[src/rtl/divider.sv]
// divider
// 32-bit restoring divider with signed/unsigned modes.
// Magnitudes are latched in LOAD, one quotient bit is produced per ITER edge,
// and FIX applies the result signs (or the divide-by-zero convention) before
// parking in DONE. Dropping enable at any edge abandons the work and clears
// every register, so a new operation always starts from IDLE.

module divider (
  input  logic        clk,
  input  logic        reset,
  input  logic        sign,
  input  logic        enable,
  input  logic [31:0] dividend,
  input  logic [31:0] divisor,
  output logic [31:0] quotient,
  output logic [31:0] remainder,
  output logic        divready,
  output logic        divzero
);

  localparam logic [2:0] S_IDLE = 3'd0;
  localparam logic [2:0] S_LOAD = 3'd1;
  localparam logic [2:0] S_ITER = 3'd2;
  localparam logic [2:0] S_FIX  = 3'd3;
  localparam logic [2:0] S_DONE = 3'd4;

  // Sequencing
  logic [2:0]  r_state;
  logic [5:0]  r_count;

  // Operation context captured in LOAD
  logic [31:0] r_divisorMag;
  logic [31:0] r_dividendRaw;
  logic        r_negQ;
  logic        r_negR;
  logic        r_zeroFlag;

  // Working registers for the restoring loop
  logic [32:0] r_partRem;
  logic [31:0] r_quoReg;

  // Registered results
  logic [31:0] r_quotient;
  logic [31:0] r_remainder;
  logic        r_divready;
  logic        r_divzero;

  // Operand conditioning and the per-step trial subtraction
  logic [31:0] w_dividendMag;
  logic [31:0] w_divisorMag;
  logic        w_divisorZero;
  logic [33:0] w_shiftRem;
  logic [33:0] w_trial;
  logic        w_trialNeg;
  logic [31:0] w_quoFinal;
  logic [31:0] w_remFinal;
  logic        w_clear;

  // A negative two's-complement operand is only negated in signed mode;
  // unsigned operands with bit 31 set stay full 32-bit magnitudes.
  assign w_dividendMag = (sign && dividend[31]) ? (~dividend + 32'd1) : dividend;
  assign w_divisorMag  = (sign && divisor[31])  ? (~divisor + 32'd1)  : divisor;
  assign w_divisorZero = (divisor == 32'd0);

  // The shifted remainder is widened by one bit so that the borrow out of the
  // trial subtraction lands in bit 33 for every possible divisor magnitude.
  assign w_shiftRem = {r_partRem, r_quoReg[31]};
  assign w_trial    = w_shiftRem - {2'b00, r_divisorMag};
  assign w_trialNeg = w_trial[33];

  // The partial remainder never exceeds the divisor, so its low 32 bits hold
  // the full remainder magnitude once the loop is finished.
  assign w_quoFinal = r_negQ ? (~r_quoReg + 32'd1) : r_quoReg;
  assign w_remFinal = r_negR ? (~r_partRem[31:0] + 32'd1) : r_partRem[31:0];

  // Reset and a dropped enable have the same effect: everything back to zero.
  assign w_clear = reset || !enable;

  // State and iteration counter: IDLE -> LOAD -> ITER x32 -> FIX -> DONE
  always_ff @(posedge clk) begin
    if (w_clear) begin
      r_state <= S_IDLE;
      r_count <= 6'd0;
    end else begin
      case (r_state)
        S_IDLE: begin
          r_state <= S_LOAD;
        end
        S_LOAD: begin
          r_count <= 6'd32;
          r_state <= w_divisorZero ? S_FIX : S_ITER;
        end
        S_ITER: begin
          r_count <= r_count - 6'd1;
          if (r_count == 6'd1) begin
            r_state <= S_FIX;
          end
        end
        S_FIX: begin
          r_state <= S_DONE;
        end
        S_DONE: begin
          r_state <= S_DONE;
        end
        default: begin
          r_state <= S_IDLE;
          r_count <= 6'd0;
        end
      endcase
    end
  end

  // Operand capture in LOAD and one restoring step per ITER edge
  always_ff @(posedge clk) begin
    if (w_clear) begin
      r_divisorMag  <= 32'd0;
      r_dividendRaw <= 32'd0;
      r_negQ        <= 1'b0;
      r_negR        <= 1'b0;
      r_zeroFlag    <= 1'b0;
      r_partRem     <= 33'd0;
      r_quoReg      <= 32'd0;
    end else begin
      case (r_state)
        S_LOAD: begin
          r_divisorMag  <= w_divisorMag;
          r_dividendRaw <= dividend;
          r_negQ        <= sign && (dividend[31] ^ divisor[31]);
          r_negR        <= sign && dividend[31];
          r_zeroFlag    <= w_divisorZero;
          r_partRem     <= 33'd0;
          r_quoReg      <= w_dividendMag;
        end
        S_ITER: begin
          if (!w_trialNeg) begin
            r_partRem <= w_trial[32:0];
            r_quoReg  <= {r_quoReg[30:0], 1'b1};
          end else begin
            r_partRem <= w_shiftRem[32:0];
            r_quoReg  <= {r_quoReg[30:0], 1'b0};
          end
        end
        default: begin
          r_partRem <= r_partRem;
          r_quoReg  <= r_quoReg;
        end
      endcase
    end
  end

  // Result registers: written once in FIX, then held through DONE
  always_ff @(posedge clk) begin
    if (w_clear) begin
      r_quotient  <= 32'd0;
      r_remainder <= 32'd0;
      r_divready  <= 1'b0;
      r_divzero   <= 1'b0;
    end else if (r_state == S_FIX) begin
      r_divready <= 1'b1;
      if (r_zeroFlag) begin
        r_quotient  <= 32'hFFFF_FFFF;
        r_remainder <= r_dividendRaw;
        r_divzero   <= 1'b1;
      end else begin
        r_quotient  <= w_quoFinal;
        r_remainder <= w_remFinal;
        r_divzero   <= 1'b0;
      end
    end
  end

  assign quotient  = r_quotient;
  assign remainder = r_remainder;
  assign divready  = r_divready;
  assign divzero   = r_divzero;

endmodule

[config.mk]
export PLATFORM = sky130hd
export DESIGN_NAME = divider
export DESIGN_NICKNAME = d
export VERILOG_FILES = /design/src/rtl/divider.sv
export SDC_FILE = /design/constraint.sdc
export NUM_CORES = 1
export LEC_CHECK = 0
export ABC_AREA = 0
export BUFFER_PORTS_ARGS = -buffer_cell sky130_fd_sc_hd__buf_2
export CAP_MARGIN = 40
export CELL_PAD_IN_SITES_DETAIL_PLACEMENT = 1
export CELL_PAD_IN_SITES_GLOBAL_PLACEMENT = 2
export CORE_ASPECT_RATIO = 0.6
export CORE_MARGIN = 3
export CORE_UTILIZATION = 37
export DETAILED_ROUTE_END_ITERATION = 8
export PLACE_DENSITY_LB_ADDON = 0.1
export SLEW_MARGIN = 10
export SYNTH_ARGS = -nofsm -noshare
export SYNTH_HDL_FRONTEND = slang
export SYNTH_SLANG_ARGS = --single-unit
[constraint.sdc]
create_clock -name clk -period 4.9 [get_ports clk]
set_input_delay 1.47 -clock clk [delete_from_list [all_inputs] [get_ports clk]]
set_output_delay 1.47 -clock clk [all_outputs]
set_load 0.005 [all_outputs]
# ---- Yosys cells after proc, flatten, opt, wreduce, memory -nomap -nowiden
# Index checks and enable logic that the tools add are counted.
# W data, S select, Z words.
dict set report word_totals {
  ff_bits 207
  wordCells 55
}
dict set report classes {
  n_addsub 6
  eq_ne 6
  mux 15
  bitwise_logic 5
  n_reduce_logical 10
}
# cell count
set ops {}
lappend ops {{$mux W32} 6}
lappend ops {{$add A32 B1 Y32 const B} 4}
lappend ops {{$not A32 Y32} 4}
lappend ops {{$pmux W33 S2} 1}
lappend ops {{$pmux W32 S2} 1}
lappend ops {{$sub A34 B32 Y34} 1}
lappend ops {{$mux W33} 1}
lappend ops {{$logic_not A32 Y1} 1}
lappend ops {{$pmux W6 S3} 1}
lappend ops {{$pmux W3 S4} 1}
lappend ops {{$eq A3 B2 Y1 const B} 2}
lappend ops {{$eq A6 B1 Y1 const B} 1}
lappend ops {{$sub A6 B1 Y6 const B} 1}
lappend ops {{$eq A3 B1 Y1 const B} 1}
lappend ops {{$eq A3 B3 Y1 const B} 1}
lappend ops {{$logic_and A1 B1 Y1} 3}
lappend ops {{$logic_not A3 Y1} 1}
lappend ops {{$mux W1} 3}
lappend ops {{$mux W3} 1}
lappend ops {{$reduce_or A3 Y1} 1}
lappend ops {{$ne A2 B2 Y1 const B} 1}
lappend ops {{$reduce_bool A2 Y1} 1}
lappend ops {{$reduce_or A2 Y1} 1}
lappend ops {{$logic_not A1 Y1} 1}
lappend ops {{2 further kinds} 2}

# ---- Logic depth before layout (Yosys ltp)
# Gate-level depths: netlist of the first run.
dict set report logic_depth {
  word_depth 4
  mapped_depth 14
  mapped_depth_nobuf 14
}

# ---- Worst setup path before layout of the first run
# Ideal clock, no wire load.
dict set report synth_path {
  kind {input port to flip-flop}
  start {input dividend[0]}
  end {register r_quoReg[30]}
  setup_time_ns 0.070
  t_arrival_ns 3.630
  t_required_ns 4.830
  slack_ns 1.199
  stages 12
  n_path_buf 0
  path_cell_list {inv_1 ha_1 nor3b_1 nand2_1 o41ai_1 o21a_1 and2_1 o21ai_0 a21oi_1 xnor2_1 nand2_1 a21oi_1}
}
dict set report synth_via {
  elab_chain_len 4
}
# element line
set synth_lines {}
lappend synth_lines {{start, declared} 13} ;# input logic [31:0] dividend,
lappend synth_lines {{$not A32 Y32} 61} ;# assign w_dividendMag = (sign && dividend[31]) ? (~dividend + 32'd1) : dividend;
lappend synth_lines {{$add A32 B1 Y32} 61}
lappend synth_lines {{$mux W32} 61}
lappend synth_lines {{$pmux W32 S2} 124} ;# case (r_state)
lappend synth_lines {{end signal, assigned} 132} ;# r_quoReg <= w_dividendMag;
lappend synth_lines {{end signal, assigned} 137} ;# r_quoReg <= {r_quoReg[30:0], 1'b1};
lappend synth_lines {{end signal, assigned} 140} ;# r_quoReg <= {r_quoReg[30:0], 1'b0};
lappend synth_lines {{end, declared} 40} ;# logic [31:0] r_quoReg;
# No other way between the ends.
# A chain may end at the register's enable or synchronous reset.

# ---- Worst setup path in the final report of the first run
dict set report layout_path {
  start {input dividend[0]}
  end {register r_quoReg[29]}
}
# The elaborated chain is that of the path after synthesis.

==> impl_metrics.sql, run 1 <==
INSERT INTO impl_metrics (metric_group, metric, value, unit) VALUES
('worst_setup_path', 'worst_ep_required_time', '5340', 'ps'),
('worst_setup_path', 'r2r-end', 'r_partRem[26]', ''),
('worst_setup_path', 'cell_type_of_the_slowest_stage_on_the_worst_timing_path', 'sky130_fd_sc_hd__nor3_1', ''),
('power', 'comb_power_share', '0.172', ''),
('layout', 'fillers', '3963', ''),
('worst_setup_path', 'cp_cell_sequence', 'buf_2, nor4_1, nand4b_1, nor2_1, nand3b_1, nor3_1, nand3_1, o31ai_1, xnor2_1, nand2_1, a21oi_1', ''),
('cts', 'cts_resized', '0', ''),
('detailed_routing', 'detailedRoute.firstIterationViolations', '854', ''),
('worst_setup_path', 'crit_path_end', 'r_quoReg[29]', ''),
('layout', 'final_net_count', '1797', ''),
('place', 'gp_routability_congestion', '0.8913', ''),
('worst_setup_path', 'end_kind', 'flip-flop', ''),
('global_route', 'largest_net_degree_at_the_start_of_global_routing', '76', ''),
('global_route', 'grt_pass1_vias', '11480', ''),
('layout', 'mostFrequentLayoutCell', 'sky130_fd_sc_hd__nand2_1', ''),
('power', 'total_power', '4.361', 'mW'),
('outcome', 'status', 'complete, no violations', ''),
('power', 'power-per-cell-area', '309.6', 'nW/um^2'),
('worst_setup_path', 'worst-r2r-setup-slack', '1190', 'ps'),
('detailed_routing', 'routed-via-count', '11910', ''),
('layout', 'insertedDiodeCount', '0', ''),
('sta', 'min_period_over_period', '0.7939', ''),
('cts', 'cts_hold_repair.buffers', '0', ''),
('worst_setup_path', 'instance_count_on_the_critical_path', '11', ''),
('cts', 'clk_transition_reported_paths', '60', 'ps'),
('power', 'power_frac_seq', '0.398', ''),
('detailed_routing', 'totalWireLength', '43880', 'microns'),
('power', 'clock_power_share', '0.429', ''),
('sta', 'final.hold.worst_slack', '452.5', 'ps'),
('cts', 'tritoncts_clock_tree', 'yes', ''),
('yosys', 'postSynth.asyncResetShare', '0', ''),
('sta', 'min_period', '3890', 'ps'),
('cts', 'cts_setup_buffers', '0', ''),
('layout', 'area_growth', '15.82', '%'),
('place', 'portBuffers', '133', ''),
('yosys', 'synth_enable_flop_cells', '0', ''),
('detailed_routing', 'drc', '0', ''),
('sta', 'fin_skew', '31.59', 'ps'),
('yosys', 'seq_area_frac_synth', '0.3407', ''),
('sta', 'totalNegativeSetupSlack', '0', 'ps'),
('sta', 'clock.fmax', '257.1', 'MHz'),
('die', 'fp.dieArea', '35150', 'sq um'),
('sta', 'timing.slew.headroom', '0.3900', ''),
('power', 'internal_power', '3.101', 'mW'),
('yosys', 'synth_top_area_frac', '0.3407', ''),
('place', 'placedCellCount', '2081', ''),
('worst_setup_path', 'setup.worst_path.start_class', 'primary input', ''),
('sta', 'finalHoldViolations', '0', ''),
('worst_setup_path', 'path_delay_family', 'simple AND/OR/NAND/NOR gates', ''),
('worst_setup_path', 'critical-path-max-stage-delay', '590', 'ps'),
('yosys', 'synth.largest_area_cell', 'sky130_fd_sc_hd__dfxtp_1', ''),
('yosys', 'ys_top_cells_by_area', 'sky130_fd_sc_hd__dfxtp_1 (34%), sky130_fd_sc_hd__nand2_1 (8.5%), sky130_fd_sc_hd__a21oi_1 (7.2%), sky130_fd_sc_hd__xnor2_1 (6.1%), sky130_fd_sc_hd__xor2_1 (4.3%)', ''),
('die', 'initial_core_util', '0.3827', ''),
('power', 'switching_power', '1.259', 'mW'),
('global_route', 'track_usage', '0.2444', ''),
('layout', 'proportion_of_layout_cells_with_a_drive_suffix_above_1', '0.1342', ''),
('sta', 'setup_viol', '0', ''),
('place', 'dpl.hpwl', '33130', 'microns'),
('detailed_routing', 'avgViaCountPerCell', '5.610', ''),
('sta', 'timing.final.max_slew_violations', '0', ''),
('cts', 'cts_max_level', '1', ''),
('power', 'power.share.switching', '0.2888', ''),
('sta', 'rsz0062_at_grt', 'no', ''),
('power', 'irDropWorstVdd', '0.2200', 'mV'),
('yosys', 'synthesized_area_per_cell', '7.592', 'sq um'),
('die', 'core-area', '31780', 'sq um'),
('detailed_routing', 'ant_nets', '0', ''),
('layout', 'finish.cell_count_without_fillers', '2123', ''),
('worst_setup_path', 'rr_startpoint', 'r_quoReg[31]', ''),
('layout', 'post-route-util', '0.4432', ''),
('worst_setup_path', 'cp_data_arrival_time', '4330', 'ps');
## power by group through the flow
stage               Sequential [mW]  Combinational [mW]  Clock, mW
finish                         1.74               0.751       1.87
global route                   1.74               0.826       1.98
CTS                            1.74               0.747       1.91
detailed placement             1.77               0.740          0
global placement               1.77               0.719          0
floorplan                      1.76               0.516          0
## registers in the layout (all words and copies together), names as in the netlist, 3 cells and up
signal / count
r_dividendRaw: 32
r_count: 6
r_state: 3
r_divisorMag: 32
remainder: 32
r_partRem: 33
r_quoReg: 32
quotient: 32
## cells in the mapped netlist (6+ instances only)
cell type                  instances
sky130_fd_sc_hd__o41ai_1          12
sky130_fd_sc_hd__nand3_1          18
sky130_fd_sc_hd__a22oi_1          33
sky130_fd_sc_hd__ha_1             38
sky130_fd_sc_hd__nor4_1           13
sky130_fd_sc_hd__clkbuf_1         85
sky130_fd_sc_hd__nor3_1           29
sky130_fd_sc_hd__nor2b_1           7
sky130_fd_sc_hd__inv_1            57
sky130_fd_sc_hd__o22ai_1          32
sky130_fd_sc_hd__a211oi_1         34
sky130_fd_sc_hd__o21ai_0          74
sky130_fd_sc_hd__a21o_1           14
sky130_fd_sc_hd__xor2_1           60
sky130_fd_sc_hd__or4_1            10
sky130_fd_sc_hd__a311oi_1          6
sky130_fd_sc_hd__a21oi_1         175
sky130_fd_sc_hd__mux2i_1          22
sky130_fd_sc_hd__nor2_1          139
sky130_fd_sc_hd__nand2b_1         11
sky130_fd_sc_hd__o31ai_1          23
sky130_fd_sc_hd__o21ai_1          42
sky130_fd_sc_hd__or3_1             9
sky130_fd_sc_hd__xnor2_1          85
sky130_fd_sc_hd__and2_1            6
sky130_fd_sc_hd__a31oi_1           8
sky130_fd_sc_hd__o21a_1            7
sky130_fd_sc_hd__nand2_1         276
sky130_fd_sc_hd__dfxtp_1         207
## cell families (layout without fill, tap and decap cells)
| kind of cell | Yosys count | count (layout) | share of synthesized area |
|---|---|---|---|
| flip-flops | 207 | 207 | 0.3407 |
| buffers and inverters | 153 | 258 | 0.04815 |
| AO/OA/AOI/OAI | 487 | 487 | 0.2472 |
| adder cells (fa/ha/maj) | 39 | 39 | 0.04074 |
| XOR/XNOR | 145 | 145 | 0.1044 |
| AND/OR/NAND/NOR | 549 | 549 | 0.2006 |
| multiplexers | 22 | 22 | 0.01811 |
## through the flow
| stage | setup WS, ps | area, sq um |
|---|---|---|
| 6_report | 1010 | 14090 |
| 5_1_grt | 772.9 | 14090 |
| 4_1_cts | 1123 | 14090 |
| 3_5_place_dp | 587.5 | 13280 |
| 3_3_place_gp | 558.4 | 13170 |
| 2_1_floorplan | 1199 | 12160 |
## worst min-delay path, delay by kind of cell (launching register included)
family,cells,cell delay (ps)
AOI/OAI and AO/OA,1,50
DFF,1,310
and+or+nand+nor,1,50
## cell type report
class / count / area (sq um) / area share
flip-flops and latches: 207 / 4145 / 0.2943
clock inverters: 15 / 192.7 / 0.01368
clock buffers: 27 / 610.6 / 0.04335
multi-input cells: 1242 / 7475 / 0.5306
inverters: 59 / 221.5 / 0.01572
repair buffers: 157 / 920.9 / 0.06538
well taps: 416 / 520.5 / 0.03695
## how the worst min path moves through the flow
stage,startpoint,endpoint,slack (ps),cells past startpoint
5_1_grt,r_dividendRaw[7],r_dividendRaw[7],480,2
4_1_cts,remainder[1],remainder[1],460,2
3_5_place_dp,remainder[1],remainder[1],450,2
6_report,remainder[1],remainder[1],450,2
2_1_floorplan,r_divisorMag[18],r_divisorMag[18],430,2
3_3_place_gp,remainder[19],remainder[19],440,2
## per-layer routing
| metal | wire length, microns | share of wire | track usage |
|---|---|---|---|
| met5 | 0 | 0 | 0 |
| met4 | 514 | 0.012 | 0.03121 |
| met3 | 2405 | 0.055 | 0.03172 |
| met2 | 16540 | 0.38 | 0.3210 |
| met1 | 24420 | 0.56 | 0.4165 |
(Power assumes the default switching activity.)
==> run 2, diff against run 1 <==
CORE_UTILIZATION = 35   (was 37)
clock period = 3.68 ns   (was 4.9 ns; I/O delays follow)
==> run 2 against run 1 <==
Flip-flop and latch count is the same. Wire length grew 2.2%. Largest power group unchanged. Total power grew 34%. Utilization shrank 1.7 points. Critical endpoint is now r_partRem[26]. Non-clock buffer count grew 43. Setup slack lost 780 ps. Global-route usage shrank 0.43 points.
==> impl_metrics.sql, run 2 (synthesis results as in run 1) <==
INSERT INTO impl_metrics (metric_group, metric, value, unit) VALUES
('outcome', 'status', 'complete, no violations', ''),
('worst_hold_path', 'hold_path.class', 'flip-flop to flip-flop', ''),
('cts', 'clkLatencyLatePin', '540', 'ps'),
('detailed_routing', 'routed-via-count', '12010', ''),
('cts', 'tritoncts_clock_tree', 'yes', ''),
('layout', 'mostFrequentLayoutCell', 'sky130_fd_sc_hd__nand2_1', ''),
('cts', 'clock-sinks', '207', ''),
('power', 'clock_power_share', '0.425', ''),
('sta', 'timing.slew.headroom', '0.4327', ''),
('job', 'max_cap_viol_count', '0', ''),
('sta', 'finalHoldViolations', '0', ''),
('layout', 'commonest_cells_after_routing_fill_and_taps_aside', 'sky130_fd_sc_hd__nand2_1 (276), sky130_fd_sc_hd__dfxtp_1 (206), sky130_fd_sc_hd__a21oi_1 (175)', ''),
('power', 'internal_power', '4.157', 'mW'),
('global_route', 'grt_pass1_wl', '69430', 'microns'),
('detailed_routing', 'detailedRoute.firstIterationViolations', '769', ''),
('power', 'irDropWorstVdd', '0.3023', 'mV'),
('sta', 'totalNegativeSetupSlack', '0', 'ps'),
('worst_setup_path', 'worst-r2r-setup-slack', '220', 'ps'),
('die', 'die_w', '246.7', 'microns'),
('global_route', 'track_usage', '0.2401', ''),
('cts', 'clk_transition_reported_paths', '60', 'ps'),
('global_route', 'grt.overflow.total', '0', ''),
('sta', 'clock.fmax', '289.4', 'MHz'),
('worst_setup_path', 'setup.worst_path.start_class', 'flip-flop', ''),
('layout', 'insertedDiodeCount', '0', ''),
('global_route', 'grt_pass1_vias', '11420', ''),
('sta', 'timing.final.max_slew_violations', '0', ''),
('detailed_routing', 'avgViaCountPerCell', '5.433', ''),
('global_route', 'largest_net_degree_at_the_start_of_global_routing', '68', ''),
('layout', 'proportion_of_layout_cells_with_a_drive_suffix_above_1', '0.1553', ''),
('place', 'place_ws', '25.85', 'ps'),
('power', 'comb_power_share', '0.180', ''),
('power', 'total_leakage_power', '5.635', 'nW'),
('detailed_routing', 'ant_nets', '0', ''),
('power', 'switching_power', '1.692', 'mW'),
('global_route', 'number_of_antenna_violations_at_the_first_check_in_global_routing', '0', ''),
('die', 'initial_core_util', '0.3581', ''),
('die', 'ioPinCount', '134', ''),
('worst_setup_path', 'cp_data_arrival_time', '3900', 'ps'),
('power', 'power_frac_seq', '0.395', ''),
('cts', 'cts_hold_repair.buffers', '0', ''),
('power', 'power-per-cell-area', '403.9', 'nW/um^2'),
('sta', 'final.hold.worst_slack', '452.5', 'ps'),
('cts', 'root_buffer', 'sky130_fd_sc_hd__clkbuf_16', ''),
('sta', 'setup_slack', '224.7', 'ps'),
('place', 'dpl.hpwl', '34590', 'microns'),
('worst_setup_path', 'critPathMaxFanout', '3', ''),
('cts', 'tritoncts.num_buffers', '24', ''),
('sta', 'setup_viol', '0', ''),
('sta', 'min_period_over_period', '0.9389', ''),
('worst_setup_path', 'worst_ep_required_time', '4130', 'ps'),
('detailed_routing', 'drc', '0', ''),
('sta', 'fin_skew', '28.41', 'ps'),
('die', 'num_rows', '52', ''),
('worst_setup_path', 'end_kind', 'flip-flop', ''),
('detailed_routing', 'drt_first_pass_iters', '5', ''),
('detailed_routing', 'detailed_route_wire_length_per_cell', '20.27', 'microns'),
('layout', 'fillers', '4211', ''),
('cts', 'number_of_buffers_between_clock_root_and_the_deepest_sink', '3', ''),
('place', 'gp_routability_congestion', '0.8584', ''),
('sta', 'rsz0062_at_grt', 'no', ''),
('place', 'portBuffers', '133', ''),
('layout', 'finish.cell_count_without_fillers', '2211', ''),
('cts', 'cts_max_level', '1', ''),
('layout', 'regMostFlops', 'r_partRem', ''),
('layout', 'final_net_count', '1841', ''),
('die', 'die_height', '150.4', 'microns'),
('detailed_routing', 'totalWireLength', '44820', 'microns'),
('place', 'placedCellCount', '2167', ''),
('layout', 'largest_register_ff_count', '33', ''),
('sta', 'worstMarginPinSlew', '849.9', 'ps'),
('layout', 'area_growth', '19.08', '%'),
('sta', 'min_period', '3455', 'ps'),
('die', 'core-area', '33960', 'sq um'),
('power', 'power.share.switching', '0.2892', ''),
('die', 'fp.dieArea', '37090', 'sq um'),
('worst_setup_path', 'critPathKind', 'flip-flop to flip-flop', '');
run 2: changes by cell type in the layout (fill, tap and decap cells not counted), moves of 3 or more:
cell | previous run | this run
sky130_fd_sc_hd__clkbuf_8 | 2 | 8
sky130_fd_sc_hd__clkinvlp_4 | 4 | 1
sky130_fd_sc_hd__bufinv_16 | 4 | 1
sky130_fd_sc_hd__buf_12 | 0 | 4
sky130_fd_sc_hd__clkbuf_1 | 2 | 5
sky130_fd_sc_hd__buf_4 | 19 | 60
run 2: path summary, 6_finish.rpt:
check,startpoint,to,depth (start not counted)
max,r_divisorMag[0],r_partRem[26],15
min,remainder[2],remainder[2],2
max reg2reg,r_divisorMag[0],r_partRem[26],15
min reg2reg,remainder[2],remainder[2],2
run 2: worst max-delay path, cell delays in order, from the launching register on:
cell and delay (ps):
sky130_fd_sc_hd__dfxtp_1 350, sky130_fd_sc_hd__ha_1 180, sky130_fd_sc_hd__inv_1 60, sky130_fd_sc_hd__fa_1 420, sky130_fd_sc_hd__a211oi_1 330, sky130_fd_sc_hd__o21ai_1 170
sky130_fd_sc_hd__a211oi_1 320, sky130_fd_sc_hd__buf_4 180, sky130_fd_sc_hd__o21ai_1 160, sky130_fd_sc_hd__a311oi_1 370, sky130_fd_sc_hd__buf_4 180, sky130_fd_sc_hd__o21ai_1 100
sky130_fd_sc_hd__a21oi_1 190, sky130_fd_sc_hd__xnor2_1 150, sky130_fd_sc_hd__mux2i_1 90, sky130_fd_sc_hd__o21ai_1 120
run 2: stage by stage:
stage                     power, mW    util  cell area [sq um]
after global placement        3.377  0.4002              13590
after CTS                     5.903  0.4262              14480
after global routing          6.106  0.4264              14480
final                         5.849  0.4264              14480
after detailed placement      3.395  0.4022              13660
after floorplan               3.034       -              12160
run 2: cell type report:
cell class	count	area (sq um)	area share
Inverter	59	221.5	0.01529
Timing Repair Buffer	200	1244	0.08587
Multi-Input combinational cell	1242	7482	0.5166
Clock inverter	6	61.31	0.004233
Sequential cell	207	4145	0.2862
Clock buffer	38	754.5	0.05210
Tap cell	459	574.3	0.03965
run 2: what timing repair did:
action / CTS / global route
gates resized for setup: 0 / 1
setup buffers: 0 / 0
setup endpoints to repair: 0 / 1
run 2: routing by layer:
metal / GRT usage / routed length [microns] / up-vias / share of wire
met4: 0.02814 / 419 / 0 / 0.0093
met3: 0.03222 / 2136 / 30 / 0.048
met5: 0 / 0 / - / 0
li1: - / - / 5900 / -
met1: 0.4133 / 25930 / 5851 / 0.58
met2: 0.3083 / 16340 / 232 / 0.36
run 2: power by group through the flow:
stage	registers [mW]	logic [mW]	clock network (mW)
floorplan	2.35	0.687	0
global placement	2.36	1.02	0
detailed placement	2.36	1.03	0
CTS	2.31	1.04	2.55
global route	2.32	1.15	2.64
finish	2.31	1.05	2.49
